===== src/rtl/pll_ctrl_pkg.sv =====
// PLL lock controller shared types and constants.
// State encoding, width helper and reset values.
package pll_ctrl_pkg;

  typedef enum logic [2:0] {
    S_RST       = 3'd0,
    S_WAIT_LOCK = 3'd1,
    S_RUN       = 3'd2,
    S_FAULT     = 3'd3,
    S_PWD       = 3'd4
  } state_t;

  // Bits needed to encode v distinct values (minimum 1).
  function automatic int clog2(input int v);
    int r;
    int x;
    r = 0;
    x = v - 1;
    while (x > 0) begin
      r++;
      x = x >> 1;
    end
    return (r == 0) ? 1 : r;
  endfunction

  localparam state_t     RST_STATE    = S_RST;
  localparam logic       RST_PLL_PWD  = 1'b0;
  localparam logic       RST_PLL_RST  = 1'b1;
  localparam logic       RST_RSTODIV  = 1'b1;
  localparam logic       RST_SYS_RST  = 1'b1;
  localparam logic       RST_READY    = 1'b0;
  localparam logic       RST_FAULT    = 1'b0;
  localparam logic [7:0] RST_LOSS_CNT = 8'd0;

endpackage


===== src/rtl/pll_lock_ctrl_sync.sv =====
// Two-flop synchroniser for a single asynchronous bit.
// Synchronous active-high reset clears both stages.
module sync_2ff (
  input  logic i_clk,
  input  logic i_rst,
  input  logic i_d,
  output logic o_q
);

  logic r_meta;

  // Shift the asynchronous bit through two flops.
  always_ff @(posedge i_clk) begin
    if (i_rst) begin
      r_meta <= 1'b0;
      o_q    <= 1'b0;
    end else begin
      r_meta <= i_d;
      o_q    <= r_meta;
    end
  end

endmodule


===== src/rtl/pll_lock_ctrl.sv =====
// PLL power-down/reset sequencer with lock qualification.
// Owns sys_rst for PLL-clocked logic; retries on timeout.
module pll_lock_ctrl
  import pll_ctrl_pkg::*;
#(
  parameter int RST_HOLD_CYC     = 16,
  parameter int LOCK_STABLE_CYC  = 1024,
  parameter int LOCK_TIMEOUT_CYC = 50000,
  parameter int MAX_RETRY        = 3
) (
  input  logic       clkin1,
  input  logic       rst,
  input  logic       pll_lock,
  input  logic       pwd_req,
  input  logic       sw_req,
  output logic       pll_pwd,
  output logic       pll_rst,
  output logic       rstodiv,
  output logic       sys_rst,
  output logic       ready,
  output logic       fault,
  output logic [7:0] loss_cnt
);

  localparam int MAX_A = (RST_HOLD_CYC > LOCK_STABLE_CYC) ?
                         RST_HOLD_CYC : LOCK_STABLE_CYC;
  localparam int MAXP  = (MAX_A > LOCK_TIMEOUT_CYC) ?
                         MAX_A : LOCK_TIMEOUT_CYC;
  localparam int CW    = clog2(MAXP + 1);
  localparam int SW    = clog2(LOCK_STABLE_CYC + 1);

  localparam logic [CW-1:0] HOLD_END = CW'(RST_HOLD_CYC - 1);
  localparam logic [CW-1:0] TO_END   = CW'(LOCK_TIMEOUT_CYC - 1);
  localparam logic [SW-1:0] STB_END  = SW'(LOCK_STABLE_CYC - 1);
  localparam logic [3:0]    RETRY_MX = 4'(MAX_RETRY);

  state_t        r_state;
  state_t        w_nxt;
  logic [CW-1:0] r_cnt;
  logic [SW-1:0] r_stable;
  logic [3:0]    r_retry;
  logic          w_lock_s;
  logic          w_restart;
  logic          w_retry_clr;
  logic          w_retry_inc;
  logic          w_loss_inc;
  logic          w_cnt_clr;

  sync_2ff u_sync (
    .i_clk (clkin1),
    .i_rst (rst),
    .i_d   (pll_lock),
    .o_q   (w_lock_s)
  );

  // Next-state decision in priority order pwd > sw > loss > stable/timeout.
  always_comb begin
    w_nxt       = r_state;
    w_restart   = 1'b0;
    w_retry_clr = 1'b0;
    w_retry_inc = 1'b0;
    w_loss_inc  = 1'b0;
    if (pwd_req) begin
      w_nxt = S_PWD;
    end else if (sw_req && r_state != S_PWD) begin
      w_nxt       = S_RST;
      w_restart   = 1'b1;
      w_retry_clr = 1'b1;
    end else begin
      unique case (r_state)
        S_PWD: w_nxt = S_RST;
        S_RST: begin
          if (r_cnt == HOLD_END) w_nxt = S_WAIT_LOCK;
        end
        S_WAIT_LOCK: begin
          if (w_lock_s && r_stable == STB_END) begin
            w_nxt       = S_RUN;
            w_retry_clr = 1'b1;
          end else if (r_cnt == TO_END) begin
            if (r_retry < RETRY_MX) begin
              w_nxt       = S_RST;
              w_retry_inc = 1'b1;
            end else begin
              w_nxt = S_FAULT;
            end
          end
        end
        S_RUN: begin
          if (!w_lock_s) begin
            w_nxt      = S_RST;
            w_loss_inc = 1'b1;
          end
        end
        S_FAULT: w_nxt = S_FAULT;
        default: w_nxt = S_RST;
      endcase
    end
    w_cnt_clr = (w_nxt != r_state) || w_restart;
  end

  // State, counters and outputs decoded from the next state.
  always_ff @(posedge clkin1) begin
    if (rst) begin
      r_state  <= RST_STATE;
      r_cnt    <= '0;
      r_stable <= '0;
      r_retry  <= '0;
      loss_cnt <= RST_LOSS_CNT;
      pll_pwd  <= RST_PLL_PWD;
      pll_rst  <= RST_PLL_RST;
      rstodiv  <= RST_RSTODIV;
      sys_rst  <= RST_SYS_RST;
      ready    <= RST_READY;
      fault    <= RST_FAULT;
    end else begin
      r_state <= w_nxt;
      if (w_cnt_clr) r_cnt <= '0;
      else if (r_cnt != '1) r_cnt <= r_cnt + 1'b1;
      if (w_cnt_clr || !w_lock_s || r_state != S_WAIT_LOCK)
        r_stable <= '0;
      else
        r_stable <= r_stable + 1'b1;
      if (w_retry_clr) r_retry <= '0;
      else if (w_retry_inc) r_retry <= r_retry + 1'b1;
      if (w_loss_inc && loss_cnt != 8'hFF)
        loss_cnt <= loss_cnt + 1'b1;
      unique case (w_nxt)
        S_PWD: begin
          pll_pwd <= 1'b1; pll_rst <= 1'b1; rstodiv <= 1'b1;
          sys_rst <= 1'b1; ready   <= 1'b0; fault   <= 1'b0;
        end
        S_WAIT_LOCK: begin
          pll_pwd <= 1'b0; pll_rst <= 1'b0; rstodiv <= 1'b1;
          sys_rst <= 1'b1; ready   <= 1'b0; fault   <= 1'b0;
        end
        S_RUN: begin
          pll_pwd <= 1'b0; pll_rst <= 1'b0; rstodiv <= 1'b0;
          sys_rst <= 1'b0; ready   <= 1'b1; fault   <= 1'b0;
        end
        S_FAULT: begin
          pll_pwd <= 1'b0; pll_rst <= 1'b1; rstodiv <= 1'b1;
          sys_rst <= 1'b1; ready   <= 1'b0; fault   <= 1'b1;
        end
        default: begin
          pll_pwd <= 1'b0; pll_rst <= 1'b1; rstodiv <= 1'b1;
          sys_rst <= 1'b1; ready   <= 1'b0; fault   <= 1'b0;
        end
      endcase
    end
  end

endmodule

===== config.mk =====
export PLATFORM = sky130hd
export DESIGN_NAME = pll_lock_ctrl
export DESIGN_NICKNAME = d
export VERILOG_FILES = /design/src/rtl/pll_ctrl_pkg.sv /design/src/rtl/pll_lock_ctrl_sync.sv /design/src/rtl/pll_lock_ctrl.sv
export SDC_FILE = /design/constraint.sdc
export NUM_CORES = 1
export LEC_CHECK = 0
export ABC_AREA = 1
export CAP_MARGIN = 20
export CORE_UTILIZATION = 62
export DETAILED_ROUTE_END_ITERATION = 8
export GPL_ROUTABILITY_DRIVEN = 0
export PLACE_DENSITY = 0.84
export REMOVE_ABC_BUFFERS = 1
export SYNTH_ARGS = -nofsm -noshare
export SYNTH_HDL_FRONTEND = slang
export SYNTH_HIERARCHICAL = 1
export SYNTH_SLANG_ARGS = --single-unit

===== constraint.sdc =====
create_clock -name clkin1 -period 3.9 [get_ports clkin1]
set_input_delay 0.78 -clock clkin1 [delete_from_list [all_inputs] [get_ports clkin1]]
set_output_delay 0.78 -clock clkin1 [all_outputs]
set_load 0.1 [all_outputs]

==> results of run 1 <==
## worst min-delay path, cell delays in order (launching register included)
cell	delay, ps
dfxtp_1	310
inv_1	40
nor2_1	30
## path summary, 6_finish.rpt
kind                                               to  cells after the start                startpoint  slack (ps)
worst max register to register  r_cnt[3]$_SDFFE_PP0P_                     12     r_cnt[0]$_SDFFE_PP0P_        1860
worst max-delay path                      loss_cnt[6]                      1  loss_cnt[6]$_SDFFE_PP0P_        1260
worst min register to register  u_sync/o_q$_SDFF_PP0_                      2  u_sync/r_meta$_SDFF_PP0_         410
worst min-delay path            u_sync/o_q$_SDFF_PP0_                      2  u_sync/r_meta$_SDFF_PP0_         410
## power breakdown
part,total [uW],leakage [uW],internal [uW],switching [uW]
Combinational,34.3,0.000605,10.6,23.8
Clock,286,0.0000385,127,159
Sequential,505,0.000396,503,1.94
Total,825,0.00104,640,185
## flip-flops by register name, summed over array words and instances, names as in the netlist
register	cells
sys_rst	1
r_cnt	16
r_retry	4
loss_cnt	8
ready	1
r_state	3
u_sync/o_q	1
fault	1
u_sync/r_meta	1
pll_rst	1
pll_pwd	1
r_stable	11
## cell families after synthesis
| family | synth area share |
|---|---|
| adder cells (fa/ha/maj) | 0.01952 |
| AO/OA/AOI/OAI | 0.07077 |
| XOR/XNOR | 0.05808 |
| AND/OR/NAND/NOR | 0.3875 |
| flip-flops | 0.3826 |
| buffers and inverters | 0.08150 |
## through the flow
| stage | power (uW) | utilization |
|---|---|---|
| finish | 825.3 | 0.7168 |
| global route | 857.2 | 0.7168 |
| CTS | 831.5 | 0.7168 |
| detailed placement | 550.9 | 0.6957 |
| global placement | 550.5 | 0.6957 |
| floorplan | 538.8 | - |
## layout make-up
class                           count  area, um2  area share
Clock buffer                        7      76.32     0.02681
Clock inverter                      1      7.507    0.002637
Inverter                           44      165.2     0.05802
Multi-Input combinational cell    234       1374      0.4826
Sequential cell                    49      980.9      0.3446
Tap cell                           50      62.56     0.02198
Timing Repair Buffer               18      180.2     0.06330
## per-layer routing
layer | GRT usage | up-vias | routed length, um
met3 | 0.06207 | 6 | 158
met2 | 0.3929 | 35 | 2254
met5 | 0 | - | 0
met4 | 0.07447 | 0 | 67
met1 | 0.2819 | 928 | 2111
li1 | - | 1085 | -
## layout by cell type (no fill, tap or decap), drive strengths merged, types with 3 or more instances in the layout
master         count
nor3              10
ha                 4
dfxtp             49
o21ai             13
xnor2              7
nand3             20
inv               44
xor2              10
nor4               3
clkdlybuf4s50     18
nand2             58
a21oi             16
nand4              5
nor2              80
clkbuf             7
==> metrics.txt, run 1 <==
outcome finished clean; Slowest-stage cell, CP clkdlybuf4s50_1; number of synthesized flops with an enable pin 0; post-synthesis sequential area ratio 0.3826; critical path data required time around 3100 ps; #FFs+latches synth 49; Peak VDD IR 0.0002592 V; final setup vio count 0; Mapped Cells 331; Worst Clk Skew between 4 and 5 ps; vias in the first global route approximately 1900; dpl hpwl approximately 3400 um; minimum clock period 2639 ps; fmax 378.9 MHz; top_reg_cell synth dfxtp_1; Yosys top cell area share 0.3826; Final #Nets between 300 and 400; synth warn 6; post-route insts no fill ~400; Max FO, Critical Path 5; Setup CP Type reg -> out; H-tree depth 2; vias per cell 5.097; synth top area cells dfxtp_1, nor2_1, nand2_1; core area between 3000 and 4000 um2; hold buffers post-CTS 0; list of most frequent post-synthesis cells nor2_1, dfxtp_1, nand2_1, inv_1, nor2_2; pre-CTS setup slack 1231 ps; CTS tree done; total global-route track usage 0.2316; CP startpoint kind flip-flop; Sink Count about 50; Min Hold Slack 409.6 ps; worst-path cell chain clkdlybuf4s50_1; drt first pass iters 7; routed via count 2054; DRT iter0 DRCs 125; Synth cell types 36; Slew HR 0.3527; share of post-route cells with drive strength above 1 0.1728; io pins 19; Die X about 66 um; max cap viols 0; initial antenna violation count 0; DP Area 2763 um2; setup ws final 1261 ps; area of the mapped netlist 2564 um2; Final ANT Viol Nets 0; area leader, netlist dfxtp_1; Max Transition Viols Final 0; Slew @ Worst Pin 967.9 ps; clock slew at reported path FFs 90 ps; post-DR wirelength/cell 11.39 um; Layout area overhead 11.03%; CP Buf/Inv Count 1; fin crit share 0.6768; CTS Root Cell clkbuf_8; clk_lat worst skew 290 ps; Hold Crit Class reg -> reg; first-pass GRT wire length 7803 um; Worst Setup End Kind output pin; DRC 0; Post-Syn Area per Cell 7.745 um2; # diodes 0; port bufs 18; cts repair resizes 0; routed wire length approximately 4600 um; Critical Path Max Stage Delay 1160 ps; die height approximately 66 um; GR Overflow Total 0; postcts setup bufs 0; # placed instances roughly 400; Crit path arrival time 1860 ps; post-synthesis async set-or-reset flop share 0; pin count of the biggest net entering global routing 17; setup_tns 0 ps; most common cell in the netlist nor2_1; cell family with most CP delay buffers and inverters; clock buffer depth 2; CTS Buf Count 5; Rows 23; Final Cell Area 2846 um2; Die Area 4396 um2; power per cell area 289.9 nW/um2; Leak between 0.001 and 0.0015 uW; Starting Density 0.6456; Fillers 315; final hold violation count 0; RSZ-0062 raised after global routing no
Power figures use the tool's default switching activity.
==> run 2: changes to the inputs <==
Settings changed: CORE_UTILIZATION 62 to 58, PLACE_DENSITY 0.84 to 0.79.
Clock period 3.9 ns to 2.5 ns, I/O delays scaled along.
==> run 2 against run 1 <==
Die area rose by 6.7%. Critical path depth up 10. Clock skew rose by 1.1 ps. Final cell count grew 0.50%. Power grew 83%. Worst setup slack lost 800 ps. Sequential cell count did not move. First-iteration DRC count is 34% lower. Global-route usage is 0.54 points higher. Clock power grew 130%. Via count grew 0.34%. Critical endpoint is now r_cnt[0]$_SDFFE_PP0P_. Largest cell class unchanged. Highest routed layer unchanged.
==> metrics.txt, run 2 (synthesized netlist as in run 1, its figures left out) <==
port bufs 18; sequential share of power 0.523; setup ws final 456.7 ps; Setup CP Type reg -> reg; RSZ-0062 raised after global routing no; clock slew at reported path FFs 90 ps; Net Sw Frac 0.2038; die height 68.49 um; worst-path cell chain ha_1 > nand2_1 > nand3b_1 > nor2_1 > nand3_1 > nand3_2 > nand3_1 > nand2_1 > nor2_4 > nand2_4 > nor2_1; CTS Buf Count 5; Max Transition Viols Final 0; pre-CTS setup slack 245.1 ps; Die X 68.49 um; Starting Density 0.6230; vias per cell slightly above 5; Crit path arrival time 2230 ps; Reg with most FFs r_cnt; postcts setup bufs 0; fmax between 400 and 500 MHz; Min Hold Slack 415.3 ps; outcome finished clean; Combinational Power Share 0.038; routed via count 2061; routed wire length 4720 um; DRC 0; critical path data required time approximately 2700 ps; total global-route track usage 0.2370; Rows 23; Peak VDD IR about 0.00037 V; # diodes 0; Slowest-stage cell, CP dfxtp_1; commonest non-fill, non-tap cell in the layout nor2_1; Die Area around 4700 um2; Final ANT Viol Nets 0; CTS Root Cell clkbuf_8; Finished Core Util 0.6990; cts repair resizes 0; vias in the first global route 1897; minimum clock period 2043 ps; post-route insts no fill 405; Largest register FFs 16; H-tree depth 2; fin crit share 0.8173; drt first pass iters 4; pin count of the biggest net entering global routing 17; Worst Setup End Kind flip-flop; dpl hpwl 3454 um; Final #Nets about 360; clk_lat worst skew roughly 310 ps; # placed instances approximately 400; max cap viols 0; Worst Clk Skew 5.960 ps; clock network power share 0.440; initial antenna violation count 0; Sink Count 49; final hold violation count 0; Critical Path Max Stage Delay 380 ps; post-DR wirelength/cell 11.65 um; first-pass GRT wire length 8162 um; NetSw between 300 and 400 uW; core area ~4100 um2; setup_tns 0 ps; Slew @ Worst Pin 503.4 ps; biggest regs r_cnt: 16 flops, r_stable: 11 flops, loss_cnt: 8 flops; DRT iter0 DRCs 83; Layout area overhead 12.20%; power per cell area 523.8 nW/um2; io pins 19; most frequent cells in the layout nor2_1, nand2_1, dfxtp_1; CTS tree done; Slew HR 0.6613; Leak around 0.0011 uW; CP startpoint kind flip-flop; clock buffer depth 2; Hold Crit Class reg -> reg; hold buffers post-CTS 0; GR Overflow Total 0; Int Pwr 1199 uW; share of post-route cells with drive strength above 1 0.2225; Max FO, Critical Path 16; final setup vio count 0
run 2: changes by cell type in the layout (fill, tap and decap cells not counted), sizes merged:
cell,previous run,this run
clkdlybuf4s50,18,4
bufinv,0,2
clkinvlp,1,0
clkinv,0,1
buf,0,16
clkbuf,7,5
run 2: layout make-up:
class	count	area (um2)
clock buffer	5	68.82
clock inverter	3	65.06
fill	338	1239
inverter	44	165.2
multi-input combinational	234	1374
sequential	49	980.9
tap	50	62.56
timing repair buffer	20	160.2
run 2: worst paths after layout:
check | cells after the start | startpoint | slack, ps | end
hold / removal | 2 | u_sync/r_meta$_SDFF_PP0_ | 420 | u_sync/o_q$_SDFF_PP0_
setup / recovery | 11 | r_cnt[0]$_SDFFE_PP0P_ | 460 | r_cnt[0]$_SDFFE_PP0P_
hold reg to reg | 2 | u_sync/r_meta$_SDFF_PP0_ | 420 | u_sync/o_q$_SDFF_PP0_
setup reg to reg | 11 | r_cnt[0]$_SDFFE_PP0P_ | 460 | r_cnt[0]$_SDFFE_PP0P_
run 2: metrics by stage:
| step | total power [uW] | instance area [um2] |
|---|---|---|
| 2_1_floorplan | 840.5 | 2520 |
| 3_3_place_gp | 860.9 | 2743 |
| 3_5_place_dp | 862.0 | 2743 |
| 4_1_cts | 1521 | 2877 |
| 5_1_grt | 1557 | 2877 |
| 6_report | 1507 | 2877 |
run 2: metal layers:
layer  global-route usage  routed length (um)  up-vias
li1                     -                   -     1092
met1               0.2932                2284      932
met2               0.3885                2171       30
met3              0.06667                 198        7
met4              0.08594                  65        0
met5                    0                   0        -
run 2: worst max-delay path: cells and delay by family (launching register included):
kind                     cells  cell delay (ps)
adder cells (fa/ha/maj)      1              220
flip-flops                   1              380
AND/OR/NAND/NOR             10             1300
run 2: power by group through the flow:
stage               sequential [uW]  clock, uW  combinational, uW
detailed placement              806          0               56.3
CTS                             787        677               57.0
floorplan                       812          0               29.0
finish                          787        663               56.8
global placement                806          0               55.3
global route                    788        707               61.5
